$ cat src/rtl/seg_scan_ctrl_if.sv
// Signal bundle between the scan controller, its display-data source and the shared
// BCD decoder / digit drivers.
interface seg_scan_ctrl_if #(
    parameter int unsigned NUM_DIGITS = 8
);
    logic                          en;
    logic [4*NUM_DIGITS-1:0]       data;
    logic                          lamp_req;
    logic [3:0]                    dec_a;
    logic                          dec_lt_n;
    logic                          dec_bi_n;
    logic                          dec_le;
    logic [NUM_DIGITS-1:0]         dig_sel;
    logic [$clog2(NUM_DIGITS)-1:0] scan_idx;
    logic                          frame_done;

    modport master (
        output en, data, lamp_req,
        input  dec_a, dec_lt_n, dec_bi_n, dec_le, dig_sel, scan_idx, frame_done
    );

    modport slave (
        input  en, data, lamp_req,
        output dec_a, dec_lt_n, dec_bi_n, dec_le, dig_sel, scan_idx, frame_done
    );
endinterface

$ cat src/rtl/seg_scan_ctrl.sv
// Multiplexed 7-segment scan controller: BLANK -> LOAD -> SHOW per digit, plus timed lamp test.
// Optional leading-zero suppression when SEG_SCAN_LEAD_ZERO_BLANK_EN is defined.
module seg_scan_ctrl #(
    parameter int unsigned NUM_DIGITS = 8,
    parameter int unsigned SCAN_DIV   = 1000,
    parameter int unsigned BLANK_CYC  = 16,
    parameter int unsigned LAMP_CYC   = 50000
) (
    input  logic           clk,
    input  logic           rst,
    seg_scan_ctrl_if.slave bus
);
    localparam int unsigned IDX_W    = $clog2(NUM_DIGITS);
    localparam int unsigned SHOW_CYC = SCAN_DIV - BLANK_CYC - 1;
    localparam int unsigned CNT_MAX  = (SCAN_DIV > LAMP_CYC) ? SCAN_DIV : LAMP_CYC;
    localparam int unsigned CNT_W    = $clog2(CNT_MAX);

    localparam logic [CNT_W-1:0] BLANK_LAST = CNT_W'(BLANK_CYC - 1);
    localparam logic [CNT_W-1:0] SHOW_LAST  = CNT_W'(SHOW_CYC - 1);
    localparam logic [CNT_W-1:0] LAMP_LAST  = CNT_W'(LAMP_CYC - 1);
    localparam logic [IDX_W-1:0] IDX_LAST   = IDX_W'(NUM_DIGITS - 1);

    typedef enum logic [1:0] {StBlank, StLoad, StShow, StLamp} state_e;

    state_e                state_q, state_d;
    logic [IDX_W-1:0]      idx_q, idx_d;
    logic [CNT_W-1:0]      cnt_q, cnt_d;
    logic [3:0]            dec_a_q, dec_a_d;
    logic                  supp_q, supp_d;
    logic [NUM_DIGITS-1:0] dig_sel_q, dig_sel_d;
    logic                  bi_n_q, bi_n_d;
    logic                  lt_n_q, lt_n_d;
    logic                  le_q, le_d;
    logic                  fd_q, fd_d;
    logic [3:0]            load_nib;
    logic                  supp_load;

    always_comb begin
        load_nib = '0;
        for (int i = 0; i < NUM_DIGITS; i++) begin
            if (IDX_W'(i) == idx_q) load_nib = bus.data[4*i +: 4];
        end
    end

`ifdef SEG_SCAN_LEAD_ZERO_BLANK_EN
    logic upper_nz;

    // A digit is a leading zero when it and every more significant nibble are zero.
    always_comb begin
        upper_nz = 1'b0;
        for (int i = 0; i < NUM_DIGITS; i++) begin
            if (IDX_W'(i) >= idx_q && bus.data[4*i +: 4] != 4'h0) upper_nz = 1'b1;
        end
        supp_load = (idx_q != '0) && !upper_nz;
    end
`else
    assign supp_load = 1'b0;
`endif

    always_comb begin
        state_d = state_q;
        idx_d   = idx_q;
        cnt_d   = cnt_q + CNT_W'(1);
        dec_a_d = dec_a_q;
        supp_d  = supp_q;
        if (!bus.en) begin
            state_d = StBlank;
            idx_d   = '0;
            cnt_d   = '0;
        end else if (bus.lamp_req && state_q != StLamp) begin
            state_d = StLamp;
            cnt_d   = '0;
        end else begin
            unique case (state_q)
                StBlank: if (cnt_q == BLANK_LAST) begin
                    state_d = StLoad;
                    cnt_d   = '0;
                    dec_a_d = load_nib;
                    supp_d  = supp_load;
                end
                StLoad: begin
                    state_d = StShow;
                    cnt_d   = '0;
                end
                StShow: if (cnt_q == SHOW_LAST) begin
                    state_d = StBlank;
                    cnt_d   = '0;
                    idx_d   = (idx_q == IDX_LAST) ? '0 : idx_q + IDX_W'(1);
                end
                StLamp: if (cnt_q == LAMP_LAST) begin
                    state_d = StBlank;
                    cnt_d   = '0;
                    idx_d   = '0;
                end
                default: state_d = StBlank;
            endcase
        end
    end

    // Outputs are decoded from the next state so the registered values track the state register.
    always_comb begin
        dig_sel_d = '0;
        bi_n_d    = 1'b0;
        lt_n_d    = 1'b1;
        le_d      = 1'b0;
        fd_d      = 1'b0;
        unique case (state_d)
            StBlank: ;
            StLoad:  bi_n_d = 1'b1;
            StShow: begin
                le_d      = 1'b1;
                bi_n_d    = !supp_d;
                dig_sel_d = supp_d ? '0 : (NUM_DIGITS'(1) << idx_d);
                fd_d      = (idx_d == IDX_LAST) && (cnt_d == SHOW_LAST);
            end
            StLamp: begin
                lt_n_d    = 1'b0;
                bi_n_d    = 1'b1;
                dig_sel_d = '1;
            end
            default: ;
        endcase
    end

    always_ff @(posedge clk) begin
        if (rst) begin
            state_q   <= StBlank;
            idx_q     <= '0;
            cnt_q     <= '0;
            dec_a_q   <= '0;
            supp_q    <= 1'b0;
            dig_sel_q <= '0;
            bi_n_q    <= 1'b0;
            lt_n_q    <= 1'b1;
            le_q      <= 1'b0;
            fd_q      <= 1'b0;
        end else begin
            state_q   <= state_d;
            idx_q     <= idx_d;
            cnt_q     <= cnt_d;
            dec_a_q   <= dec_a_d;
            supp_q    <= supp_d;
            dig_sel_q <= dig_sel_d;
            bi_n_q    <= bi_n_d;
            lt_n_q    <= lt_n_d;
            le_q      <= le_d;
            fd_q      <= fd_d;
        end
    end

    assign bus.dec_a      = dec_a_q;
    assign bus.dec_lt_n   = lt_n_q;
    assign bus.dec_bi_n   = bi_n_q;
    assign bus.dec_le     = le_q;
    assign bus.dig_sel    = dig_sel_q;
    assign bus.scan_idx   = idx_q;
    assign bus.frame_done = fd_q;
endmodule

$ cat src/flat_wrapper.sv
// flat-port wrapper written by rule: the top's interface ports become plain ports
module seg_scan_ctrl_flat 
#(
    parameter int unsigned NUM_DIGITS = 8,
    parameter int unsigned SCAN_DIV   = 1000,
    parameter int unsigned BLANK_CYC  = 16,
    parameter int unsigned LAMP_CYC   = 50000
)
  (clk, rst, bus_en, bus_data, bus_lamp_req, bus_dec_a, bus_dec_lt_n, bus_dec_bi_n, bus_dec_le, bus_dig_sel, bus_scan_idx, bus_frame_done);
  seg_scan_ctrl_if #(.NUM_DIGITS(NUM_DIGITS)) bus_i ();
  input  logic clk;
  input  logic rst;
  input wire logic [$bits(bus_i.en)-1:0] bus_en;
  input wire logic [$bits(bus_i.data)-1:0] bus_data;
  input wire logic [$bits(bus_i.lamp_req)-1:0] bus_lamp_req;
  output wire logic [$bits(bus_i.dec_a)-1:0] bus_dec_a;
  output wire logic [$bits(bus_i.dec_lt_n)-1:0] bus_dec_lt_n;
  output wire logic [$bits(bus_i.dec_bi_n)-1:0] bus_dec_bi_n;
  output wire logic [$bits(bus_i.dec_le)-1:0] bus_dec_le;
  output wire logic [$bits(bus_i.dig_sel)-1:0] bus_dig_sel;
  output wire logic [$bits(bus_i.scan_idx)-1:0] bus_scan_idx;
  output wire logic [$bits(bus_i.frame_done)-1:0] bus_frame_done;
  assign bus_i.en = bus_en;
  assign bus_i.data = bus_data;
  assign bus_i.lamp_req = bus_lamp_req;
  assign bus_dec_a = bus_i.dec_a;
  assign bus_dec_lt_n = bus_i.dec_lt_n;
  assign bus_dec_bi_n = bus_i.dec_bi_n;
  assign bus_dec_le = bus_i.dec_le;
  assign bus_dig_sel = bus_i.dig_sel;
  assign bus_scan_idx = bus_i.scan_idx;
  assign bus_frame_done = bus_i.frame_done;
  seg_scan_ctrl #(.NUM_DIGITS(NUM_DIGITS), .SCAN_DIV(SCAN_DIV), .BLANK_CYC(BLANK_CYC), .LAMP_CYC(LAMP_CYC)) u_core (.clk(clk), .rst(rst), .bus(bus_i));
endmodule
$ cat config.mk
export PLATFORM = sky130hd
export DESIGN_NAME = seg_scan_ctrl_flat
export DESIGN_NICKNAME = d
export VERILOG_FILES = /design/src/rtl/seg_scan_ctrl_if.sv /design/src/rtl/seg_scan_ctrl.sv /design/src/flat_wrapper.sv
export SDC_FILE = /design/constraint.sdc
export NUM_CORES = 1
export LEC_CHECK = 0
export CORE_MARGIN = 2
export CORE_UTILIZATION = 54
export DETAILED_ROUTE_END_ITERATION = 8
export DONT_BUFFER_PORTS = 1
export HOLD_SLACK_MARGIN = 0.15
export PLACE_DENSITY = 0.8
export SKIP_LAST_GASP = 1
export SLEW_MARGIN = 20
export SYNTH_ARGS = -nofsm -noshare
export SYNTH_HDL_FRONTEND = slang
export SYNTH_SLANG_ARGS = --single-unit
$ cat constraint.sdc
create_clock -name clk -period 3.1 [get_ports clk]
set_clock_uncertainty 0.05 [all_clocks]
set_input_delay 0.93 -clock clk [delete_from_list [all_inputs] [get_ports clk]]
set_output_delay 0.93 -clock clk [all_outputs]
set_load 0.005 [all_outputs]
# == Word level (Yosys, flattened, before mapping) ==
# Index checks and enable logic that the tools add are counted.
# W data, S select, Z words.
# classes
addsub,2
eq_ne,20
n_shift,1
mux,35
bitwise_logic,2
n_reduce_logical,8
# op_table
cell,count
$mux W16,5
$pmux W16 S4,1
$eq A16 B10 Y1 const B,2
$mux W4,8
$add A16 B1 Y16 const B,1
$eq A16 B16 Y1 const B,1
$eq A16 B4 Y1 const B,1
$pmux W8 S2,1
$mux W3,5
$eq A3 B3 Y1 const A,4
$mux W2,5
$eq A2 B2 Y1 const B,4
$mux W8,1
$pmux W2 S4,1
$shl A1 B3 Y8 const A,1
$eq A2 B3 Y1 const A,2
$eq A3 B3 Y1 const B,2
$mux W1,6
$pmux W3 S2,1
$eq A2 B1 Y1 const B,2
$reduce_and A4 Y1,1
$reduce_or A2 Y1,2
$add A3 B1 Y3 const B,1
$eq A1 B3 Y1 const A,1
7 further kinds,9
# totals
ff_bits,38
input_bits,36
out_inout_bits,19
elab_cells,78

# == Logic depth before layout (Yosys ltp) ==
# depth
word_depth,9
mapped_depth,10
mapped_depth_nobuf,9

# == Least setup slack after synthesis ==
# No wires, ideal clock.
# synth_timing
path_kind,reg2reg
startpoint,reg u_core.cnt_q[11]
endpoint,"reg u_core.fd_q, in the netlist u_core.bus.frame_done"
t_arrival_ns,2.429
required_time_ns,2.963
slack_ns,0.534
path_stages_with_launch,8
n_path_buf,1
synth_period_minus_slack_ns,2.566
path_cell_list,dfxtp_1 -> or4_4 -> or4_1 -> buf_2 -> or4_1 -> a21o_1 -> nor2_1 -> nor4b_2
# synth_via
elab_chain_cells,8
word_cells_on_any_way,27
classes_between,add/sub (1); eq/ne (6); mux (17); bitwise (1); reduce/logical (2)
# synth_lines
element,line,rtl
"start, declared",seg_scan_ctrl.sv:27,"logic [CNT_W-1:0] cnt_q, cnt_d;"
"start signal, assigned",seg_scan_ctrl.sv:140,cnt_q <= cnt_d;
"parallel branches: the longest is 8 deep, another holds $add A16 B1 Y16",n/a,
"end signal, assigned",seg_scan_ctrl.sv:136,fd_q <= 1'b0;
"end signal, assigned",seg_scan_ctrl.sv:147,fd_q <= fd_d;
"end, declared",seg_scan_ctrl.sv:34,"logic fd_q, fd_d;"
# Several ways; the timed one is not identified.
# A chain may end at the register's enable or synchronous reset.

# == Worst setup path after layout ==
# Ends and elaborated chain as after synthesis.

==> summary.md <==
| Metric | Value |
|---|---|
| Outcome | finished, final reports clean |
| Clock share of power | 48.5% |
| Tot Pwr | 1.04 mW |
| Multi-input gate area | 1360 µm² |
| Clk_lat worst skew | 290 ps |
| Yosys reg bits | 38 |
| CTS root buf | clkbuf_8 |
| Layout cells sized above 1 | 7.17% |
| Worst hold path class | reg -> reg |
| CTS Sinks | 38 |
| Sequential Power Share | 48.1% |
| GP Congestion | 0.819 |
| Clock transition at the registers of the reported paths | 80 ps |
| Area leader, netlist | dfxtp_1 |
| Total Routing Usage GR | 22.9% |
| Hold Worst Slack | 463 ps |
| Asr flop ratio synth | 0% |
| Distinct cells, synth | 53 |
| First-pass GRT wire length | 8080 µm |
| # rows | 23 |
| RSZ-0062 raised after global routing | false |
| Top cell type's share of synthesized area | 34.6% |
| Top delay family on crit path | simple AND/OR/NAND/NOR gates |
| Post-CTS setup buffers | 0 |
| Int Power | 0.833 mW |
| Crit-path max FO | 8 |
| Vias in the first global route | 1788 |
| Die W | 67.8 µm |
| Logic pwr share | 3.4% |
| Ranking of synthesized cells by area | dfxtp_1 35%, nor2_1 6.7%, ha_1 4.6%, xor2_1 4.0%, nand2_1 3.6% |
| Post-DP HPWL | 3630 µm |
| Sw frac | 20.0% |
| Reg area | 761 µm² |
| Slowest cell on the critical path | or4_1 |
| Die H | 67.8 µm |
| WL final | 4770 µm |
| Crit Path Category | reg -> reg |
| Slew Viols, Final | 0 |
| Worst Tran Pin Value | 608 ps |
| Placed cells | 307 |
| Antenna diodes | 0 |
| Fill cell count | 364 |
| Worst path bufs/invs | 0 |
| Setup violations, final | 0 |
| Crit start category | flip-flop |
| Crit end category | flip-flop |
| Max-cap viol count | 0 |
| WL per Instance | 15.1 µm |
| Cell Pwr Density | 442 nW/µm² |
| Post-Syn Instances | 268 |
| CP Cell Sequence | or4_4 -> or4_1 -> or4_1 -> a21o_1 -> nor2_1 -> nor4b_2 |
| Core area | 3970 µm² |
| Total number of vias | 1933 |
| Pleak | 0.826 nW |
| H-tree levels | 2 |
| CP max stage delay | 680 ps |
| EDFF count, synth | 0 |
| Largest net degree at the start of global routing | 15 |
| Peak VDD IR | 0.000226 V |
| Pre-antenna DRT Iters | 4 |
| Final Hold Viols | 0 |
| Peak Freq | 356 MHz |
| TritonCTS clock tree | yes |
| Most frequent cells in the layout | 39 x nor2_1, 38 x dfxtp_1, 21 x nand2_1 |
| Primary FF master, synth | dfxtp_1 |
| Syn Area/Cell | 8.20 µm² |
| Clk buf depth | 2 |
| Commonest non-fill, non-tap cell in the layout | nor2_1 |
| Arrival time of the worst setup path | 2960 ps |
| Cts hold-fix bufs | 0 |
| CP most frequent cell | or4_1 |
| Starting Density | 55.4% |
| Relative max-transition margin | 59.1% |
| Total die area | 4600 µm² |
| Final-stage net count | 308 |
| Iteration-0 DRC count of the detailed router | 115 |
| Critical Path RT | 3260 ps |
| Area grow syn2layout | 7.29% |
| Synth Net Count | 312 |
| Grt total ovfl | 0 |
| CTS Buf Count | 5 |
| Syn Std Cell Area | 2200 µm² |
| Final Cycle Share | 90.6% |
| Yosys warning count | 0 |
| Io pins | 55 |
| Post-route minimum period | 2810 ps |
| Port Buf Inserts | 0 |
| DRC viols | 0 |
| Switch Pwr | 0.208 mW |
| Final cell count without fillers | 315 |
| Initial antenna violation count | 0 |
| Post-synthesis sequential area ratio | 34.6% |
| Vias/cell | 6.14 |
| Cts repair resizes | 0 |
| Antenna-violating nets left | 0 |
| Setup TNS | 0 ps |
[cell usage after synthesis, drive strengths merged, types with 7 or more instances]
cell type	instances
inv	8
nand3	10
nand2	21
clkbuf	9
xor2	10
a21oi	10
o21ai	7
dfxtp	38
nor2	39
ha	8
nand4	7
nor3	7
[layout make-up]
type / instances / area share, %
Inverter: 9 / 1.43
Sequential cell: 38 / 32.3
Clock buffer: 5 / 2.92
Multi-Input combinational cell: 209 / 57.5
Tap cell: 50 / 2.65
Timing Repair Buffer: 1 / 0.318
Clock inverter: 3 / 2.92
[power by group through the flow]
stage	Sequential (mW)	Clock, mW	Combinational (mW)
after floorplan	0.512	0	0.0286
after global placement	0.513	0	0.0341
after detailed placement	0.513	0	0.0348
after CTS	0.501	0.512	0.0350
after global routing	0.503	0.526	0.0402
final	0.501	0.505	0.0350
[path summary, 6_finish.rpt]
| check | from | slack [ps] | end | cells after the start |
|---|---|---|---|---|
| max | u_core.cnt_q[11] | 290 | u_core.bus.frame_done | 6 |
| min reg2reg | u_core.cnt_q[0] | 460 | u_core.cnt_q[0] | 1 |
| max reg2reg | u_core.cnt_q[11] | 290 | u_core.bus.frame_done | 6 |
| min | u_core.cnt_q[0] | 460 | u_core.cnt_q[0] | 1 |
[flip-flops by register name, summed over array words and instances (netlist names)]
name	cells
u_core.supp_q	1
u_core.bus.frame_done	1
u_core.bus.dig_sel	8
u_core.bus.dec_bi_n	1
u_core.bus.scan_idx	3
u_core.bus.dec_a	4
u_core.bus.dec_lt_n	1
u_core.state_q	2
u_core.cnt_q	16
u_core.bus.dec_le	1
[routing by layer]
| layer | share of wire, % | routed length, µm | global-route usage, % |
|---|---|---|---|
| met3 | 5.9 | 283 | 5.50 |
| met5 | 0 | 0 | 0 |
| met2 | 50 | 2380 | 39.2 |
| met4 | 1.5 | 71 | 8.25 |
| met1 | 43 | 2040 | 27.9 |
[metrics by stage]
stage,setup slack (ps),instance area [µm²],utilization [%]
after floorplan,534,2200,-
after global placement,366,2220,55.9
after detailed placement,337,2220,55.9
after CTS,316,2360,59.4
after global routing,92.2,2360,59.4
final,293,2360,59.4
[kinds of logic (layout without fill, tap and decap cells)]
| group | after synthesis | count (layout) | share of synthesized area, % |
|---|---|---|---|
| AND/OR/NAND/NOR | 118 | 118 | 28.0 |
| AO/OA/AOI/OAI | 62 | 62 | 20.4 |
| flip-flops | 38 | 38 | 34.6 |
| buffers and inverters | 21 | 18 | 3.70 |
| XOR/XNOR | 15 | 15 | 5.98 |
| adder cells (fa/ha/maj) | 8 | 8 | 4.55 |
| multiplexers | 6 | 6 | 2.79 |
(Power assumes the default switching activity.)
